--- src/rtl/i2s_clkgen.sv ---
// i2s_clkgen: I2S/TDM clock generator.
//   Derives BCLK and LRCLK/frame-sync from mclk and provides per-period strobes
//   plus the slot/bit position for the serializer and deserializer. Starts and
//   stops only on frame boundaries.
// Ports:
//   mclk        master clock, all logic on its rising edge
//   mrst        synchronous active-high reset (highest priority)
//   en          run request; sampled in IDLE to start, at frame end to stop
//   fmt         0 = 50%-duty LRCLK, 1 = one-BCLK frame-sync pulse
//   bclk        bit clock (registered)
//   lrclk       frame clock / frame sync (registered)
//   bclk_fall   one-cycle strobe at the start of each BCLK period
//   bclk_rise   one-cycle strobe in the first cycle BCLK reads 1
//   frame_start one-cycle strobe at the first BCLK period of a frame
//   slot        current slot index
//   bit_idx     current bit index within the slot (0 = MSB period)
//   active      high while frames are being generated
module i2s_clkgen #(
  parameter int BCLK_DIV  = 4,
  parameter int SLOT_BITS = 32,
  parameter int NUM_SLOTS = 2,
  localparam int SW = ($clog2(NUM_SLOTS) > 1) ? $clog2(NUM_SLOTS) : 1,
  localparam int BW = $clog2(SLOT_BITS),
  localparam int DW = $clog2(BCLK_DIV)
) (
  input  logic          mclk,
  input  logic          mrst,
  input  logic          en,
  input  logic          fmt,
  output logic          bclk,
  output logic          lrclk,
  output logic          bclk_fall,
  output logic          bclk_rise,
  output logic          frame_start,
  output logic [SW-1:0] slot,
  output logic [BW-1:0] bit_idx,
  output logic          active
);

  localparam logic [DW-1:0] DIV_LAST  = DW'(BCLK_DIV - 1);
  localparam logic [DW-1:0] DIV_HALF  = DW'(BCLK_DIV / 2);
  localparam logic [BW-1:0] BIT_LAST  = BW'(SLOT_BITS - 1);
  localparam logic [SW-1:0] SLOT_LAST = SW'(NUM_SLOTS - 1);
  localparam logic [SW-1:0] SLOT_HALF = SW'(NUM_SLOTS / 2);

  typedef enum logic {IDLE, RUN} state_t;

  state_t        state, state_nxt;
  logic [DW-1:0] div_cnt;
  logic [BW-1:0] bit_cnt;
  logic [SW-1:0] slot_cnt;
  logic          fmt_q;
  logic          div_end, bit_end, slot_end, frame_end;

  assign div_end   = (div_cnt == DIV_LAST);
  assign bit_end   = (bit_cnt == BIT_LAST);
  assign slot_end  = (slot_cnt == SLOT_LAST);
  assign frame_end = div_end && bit_end && slot_end;

  always_comb begin
    state_nxt = state;
    case (state)
      IDLE: if (en) state_nxt = RUN;
      RUN:  if (frame_end && !en) state_nxt = IDLE;
      default: state_nxt = IDLE;
    endcase
  end

  // Counters hold the position the output register will present one cycle
  // later. They are already 0 whenever a stop happens because the frame-end
  // wrap lands on 0, so IDLE never needs to clear them.
  always_ff @(posedge mclk) begin
    if (mrst) begin
      state    <= IDLE;
      div_cnt  <= '0;
      bit_cnt  <= '0;
      slot_cnt <= '0;
      fmt_q    <= 1'b0;
    end else begin
      state <= state_nxt;
      if (state == IDLE) begin
        if (en) fmt_q <= fmt;
      end else begin
        div_cnt <= div_end ? '0 : div_cnt + 1'b1;
        if (div_end) bit_cnt <= bit_end ? '0 : bit_cnt + 1'b1;
        if (div_end && bit_end) slot_cnt <= slot_end ? '0 : slot_cnt + 1'b1;
        // Format for the next frame is captured as the current one ends.
        if (frame_end) fmt_q <= fmt;
      end
    end
  end

  // Registered output decode of the counter position.
  always_ff @(posedge mclk) begin
    if (mrst || state == IDLE) begin
      bclk        <= 1'b0;
      lrclk       <= 1'b0;
      bclk_fall   <= 1'b0;
      bclk_rise   <= 1'b0;
      frame_start <= 1'b0;
      slot        <= '0;
      bit_idx     <= '0;
      active      <= 1'b0;
    end else begin
      bclk        <= (div_cnt >= DIV_HALF);
      bclk_fall   <= (div_cnt == '0);
      bclk_rise   <= (div_cnt == DIV_HALF);
      frame_start <= (div_cnt == '0) && (bit_cnt == '0) && (slot_cnt == '0);
      slot        <= slot_cnt;
      bit_idx     <= bit_cnt;
      active      <= 1'b1;
      lrclk       <= fmt_q ? ((slot_cnt == '0) && (bit_cnt == '0))
                           : (slot_cnt >= SLOT_HALF);
    end
  end

endmodule
--- config.mk ---
export PLATFORM = sky130hd
export DESIGN_NAME = i2s_clkgen
export DESIGN_NICKNAME = d
export VERILOG_FILES = /design/src/rtl/i2s_clkgen.sv
export SDC_FILE = /design/constraint.sdc
export NUM_CORES = 1
export LEC_CHECK = 0
export CAP_MARGIN = 20
export CORE_MARGIN = 2
export CORE_UTILIZATION = 37
export CTS_CLUSTER_SIZE = 30
export DETAILED_ROUTE_END_ITERATION = 6
export DONT_BUFFER_PORTS = 1
export GPL_TIMING_DRIVEN = 0
export HOLD_SLACK_MARGIN = 0.08
export PLACE_DENSITY = 0.6
export SLEW_MARGIN = 5
export SYNTH_ARGS = -nofsm -noshare
export SYNTH_HDL_FRONTEND = slang
export SYNTH_SLANG_ARGS = --single-unit
export TNS_END_PERCENT = 10
--- constraint.sdc ---
create_clock -name mclk -period 1.9 [get_ports mclk]
set_clock_uncertainty 0.05 [all_clocks]
set_input_delay 0.19 -clock mclk [delete_from_list [all_inputs] [get_ports mclk]]
set_output_delay 0.19 -clock mclk [all_outputs]
set_load 0.005 [all_outputs]
# ---- Word-level counts from Yosys, hierarchy flattened
# Index checks and enable logic that the tools add are counted.
dict set report totals {
  regBits 22
  latch_bits 0
  ram_bits 0
  mem_bits_ro 0
  in_bits 4
  out_inout_bits 12
  n_memories 0
}
dict set report classes {
  n_addsub 3
  mul 0
  div_mod_pow 0
  n_lt_le_gt_ge 2
  n_eq_ne 4
  n_shift 0
  muxes 11
  n_bitwise 2
  n_reduce_logical 14
}
# cell count
set op_table {}
lappend op_table {{two-way mux 1 bit} 8}
lappend op_table {{logical AND 1 bit} 6}
lappend op_table {{AND reduction 2 bit} 3}
lappend op_table {{adder 5 x 1 -> 5 bit (second input constant)} 1}
lappend op_table {{== test 5 bit (second input constant)} 1}
lappend op_table {{zero test 5 bit} 1}
lappend op_table {{two-way mux 5 bit} 1}
lappend op_table {{== test 2 bit (second input constant)} 2}
lappend op_table {{adder 2 x 1 -> 2 bit (second input constant)} 1}
lappend op_table {{>= comparator 2 bit (second input constant)} 1}
lappend op_table {{zero test 2 bit} 1}
lappend op_table {{two-way mux 2 bit} 1}
lappend op_table {{!= test 2 x 1 -> 1 bit (second input constant)} 1}
lappend op_table {{inverter 1 bit} 2}
lappend op_table {{case mux 1 bit (2 select lines)} 1}
lappend op_table {{nonzero test 2 bit} 1}
lappend op_table {{adder 1 bit (second input constant)} 1}
lappend op_table {{>= comparator 1 bit (second input constant)} 1}
lappend op_table {{zero test 1 bit} 1}
lappend op_table {{logical OR 1 bit} 1}

# ---- Logic depth before layout (Yosys ltp)
# Gate-level depths: netlist of the first run.
dict set report logic_depth {
  depth_word 6
  ltp_mapped 6
  ltp_nobuf 6
}

# ---- Worst setup path before layout of the first run
# Ideal clock, no wire load.
dict set report synth_path {
  path_type {reg2reg}
  start {register bit_cnt[0]}
  end {register bit_cnt[2]}
  setup_time_ps 70
  arrival_ps 1579
  slack_ps 201
  path_stages_with_launch 6
  path_cell_list {dfxtp_1 -> ha_1 -> and3_1 -> ha_1 -> or4b_1 -> a21oi_1}
}
dict set report synth_between {
  elab_chain_len 2
}
# item line_no
set synth_lines {}
lappend synth_lines {{start, declared} 50} ;# logic [BW-1:0] bit_cnt;
lappend synth_lines {{start signal, assigned} 85} ;# if (div_end) bit_cnt <= bit_end ? '0 : bit_cnt + 1'b1;
lappend synth_lines {{adder 5 x 1 -> 5 bit or == test 5 bit (tied branches)} {85, 56}}
lappend synth_lines {{two-way mux 5 bit *} 85}
# Every way passes the cells marked *; elsewhere a longest branch is shown, timed or not.
# A chain may end at the register's enable or synchronous reset.

# ---- Worst setup path after layout of the first run
dict set report layout_path {
  start {register bit_cnt[1]}
  end {register bit_cnt[2]}
}
# The elaborated chain is that of the path after synthesis.

==> results of run 1 <==
-- per-stage QoR --
step                utilization (%)  setup WS (ns)  cells  power, mW
floorplan                         -         0.2011     87     0.5206
global placement              40.49         0.1040    115     0.5276
detailed placement            40.49        0.05925    115     0.5283
CTS                           43.97        0.02304    123     0.7931
global route                  44.15        0.06464    123     0.8202
finish                        44.15         0.1210    123     0.7840
-- per-layer routing --
layer | vias to the layer above | routed length [um]
met2 | 13 | 566
met4 | 0 | 46
met3 | 5 | 36
li1 | 303 | -
met1 | 242 | 637
met5 | - | 0
-- worst paths after layout --
check | end | slack (ns) | depth (start not counted)
hold / removal | div_cnt[0] | 0.19 | 2
setup reg to reg | bit_cnt[2] | 0.12 | 5
setup / recovery | bit_cnt[2] | 0.12 | 5
hold reg to reg | lrclk | 0.44 | 2
-- power groups by stage --
stage	logic (mW)	registers, mW	clock network (mW)
after CTS	0.0446	0.480	0.268
final	0.0435	0.480	0.261
after global routing	0.0505	0.482	0.287
after detailed placement	0.0378	0.491	0
after floorplan	0.0317	0.489	0
after global placement	0.0374	0.490	0
-- final cells by class --
| cell class | count | area [um2] |
|---|---|---|
| clock buffer | 4 | 36.28 |
| multi-input combinational | 57 | 379.1 |
| inverter | 5 | 18.77 |
| tap | 28 | 35.03 |
| fill | 216 | 1224 |
| buffer | 3 | 16.27 |
| timing repair buffer | 4 | 40.04 |
| sequential | 22 | 441.7 |
-- worst reg2reg max path, stage by stage, from the launching register on --
cell and delay (ns):
dfxtp_1 0.38, ha_1 0.23, and3_1 0.19, ha_2 0.21, or4b_1 0.51, a21oi_1 0.14
-- placed cells by master (no fill, tap or decap) --
cell type      netlist  routed
clkbuf_4             0       3
dfxtp_1             22      21
nor4_1               1       1
nor2_1               8       8
buf_2                1       1
o21ai_0              3       3
dlygate4sd3_1        0       4
nor2b_1              2       2
o21a_1               1       1
clkbuf_8             0       1
nand2_2              1       1
or4b_1               1       1
or4_1                1       1
dfxtp_2              0       1
buf_4                1       1
nand2b_1             2       2
mux2i_1              5       5
nand3b_1             1       1
inv_1                5       5
ha_1                 6       5
and2_1               8       8
and3_1               1       1
nand2_1              4       4
a31oi_1              1       1
xor2_1               1       1
ha_2                 0       1
a21oi_1              5       5
clkbuf_1             1       1
nand3_1              5       5
-- logic make-up after synthesis --
family                     count (synthesis)
and+or+nand+nor                           35
DFF                                       22
xor gates and xnor gates                   1
buffers and inverters                      8
muxes                                      5
adders and majority gates                  6
AOI/OAI and AO/OA                         10
-- what timing repair did --
item,CTS,global route
endpoints found under the hold margin,5,0
setup endpoints to repair,0,3
gates resized for setup,0,2
hold buffers,4,0
==> metrics.cfg, run 1 <==
[critical_path]
critPathBufInv = 0
critPathMaxStageDelay_ns = 0.51
cp_slowest_cell = or4b_1
critical_path.top_delay_family = simple AND/OR/NAND/NOR gates
r2r_start = bit_cnt[1]
crit_arrival_ns = 1.98
crit_type = reg -> reg
cp.required_ns = 2.10
crit_fanout = 7
crit_chain = ha_1 -> and3_1 -> ha_2 -> or4b_1 -> a21oi_1
startpoint_type = flip-flop
critPathLaunch = bit_cnt[1]
end_kind = flip-flop

[floorplanning]
io_pins = 16
start_util_pct = 38.89
die_h_um = 51.99
die_w_um = 51.99
die-area_um2 = 2703
core-area_um2 = 2191
fp-row-count = 17

[power_and_ir_drop]
power_frac_seq_pct = 61.2
peakVddDrop_mv = 0.3107
comb_power_share_pct = 5.5
p_leak_nw = 0.3943
p_int_mw = 0.6120
p_per_area_nw_per_um2 = 810.6
power_frac_clock_pct = 33.3
switching_power_mw = 0.1721
swShare_pct = 21.95

[grt]
grt_pass1_vias = 497
grt-ovfl-total = 0
grt_pass1_wl_um = 2125
track_usage_pct = 10.94
grt.busiest_layer = met2
grt_util_met1_pct = 13.85
grt_util_met3_pct = 2.586
antenna_found_initial = 0
grt_max_degree = 13
met2_usage_pct = 15.40

[synth]
synth_xor_area_share_pct = 1.028
ys_ff_latch = 22
ys_seq_area_share_pct = 51.69
yosysTopAreaCellShare_pct = 51.69
yosysTopAreaCell = dfxtp_1
yosysMostFrequentCell = dfxtp_1
synthDistinctLibCells = 24
synth_commonest_cells = dfxtp_1 (22), and2_1 (8), nor2_1 (8)
synth_compound_gate_area_share_pct = 6.314
ys_top_cells_by_area = dfxtp_1 (52%), ha_1 (8.8%), and2_1 (5.9%), mux2i_1 (5.9%), nor2_1 (3.5%)
synth_edf_count = 0
ys.flop_type = dfxtp_1
synthAdderAreaFrac_pct = 8.811
syn_area_per_cell_um2 = 9.794
syn_inst = 87
syn-cell-area_um2 = 852.1
syn_nets = 97
yosys.area_share.simple_pct = 22.17
ys.warnings.count = 0
synth_top_family_by_area = simple AND/OR/NAND/NOR gates
ys_async_sr_fraction_pct = 0
muxShareOfSynthArea_pct = 5.874

[clock_network]
cts_tree = yes
cts_max_level = 1
clk_pin_slew_ns = 0.12
cts.sinks = 22
clock-root-buffer = clkbuf_4
ctsLongestPathBuffers = 2
cts_setup_buffers = 0
clk_latency_ns = 0.31
cts_made_buffers = 3

[routing]
wirelength_um = 1287
drt.antenna.violating_nets = 0
via_per_inst = 4.577
drc_errors = 0
vias = 563
first_pass_iters = 4
drtIter0Drc = 9
drt-wirelength-per-cell_um = 10.46

[timing]
max_freq_mhz = 562.1
worst_slew_pin_slew_ns = 0.4127
hold_ws_ns = 0.1876
period_share_pct = 93.63
setup_viol = 0
hold_viol = 0
setup_tns_ns = 0
drv_slew = 0
slew_headroom_pct = 72.49
grt_setup_unrepaired = no
post-route-min-period_ns = 1.779

[run_status]
status = completed

[place]
globalplace.congestion = 0.7517
numPortBuffers = 0
dpl.hpwl_um = 925.9
placed_cell_area_um2 = 887.1

[hold_path]
hp-class = in -> reg
hold_path_startpoint = mrst

[final_layout]
num_antenna_cells = 0
fin_area_um2 = 967.2
top_regs = bit_cnt: 5 flops, bit_idx: 5 flops, div_cnt: 2 flops
synthToLayoutAreaGrowth_pct = 13.51
drive_gt1_share_pct = 9.474
final_net_count = 106

[flow_run]
maxCapViolCount = 0

Note: power is estimated with default switching activity, not from simulation.
==> run 2, diff against run 1 <==
--- a/config.mk
+++ b/config.mk
@@ -8,7 +8,7 @@
 export CAP_MARGIN = 20
 export CORE_MARGIN = 2
 export CORE_UTILIZATION = 37
-export CTS_CLUSTER_SIZE = 30
+export CTS_CLUSTER_SIZE = 24
 export DETAILED_ROUTE_END_ITERATION = 6
 export DONT_BUFFER_PORTS = 1
 export GPL_TIMING_DRIVEN = 0
==> results of run 2 <==
No change in the layout: final DEF, timing and power equal those of run 1.
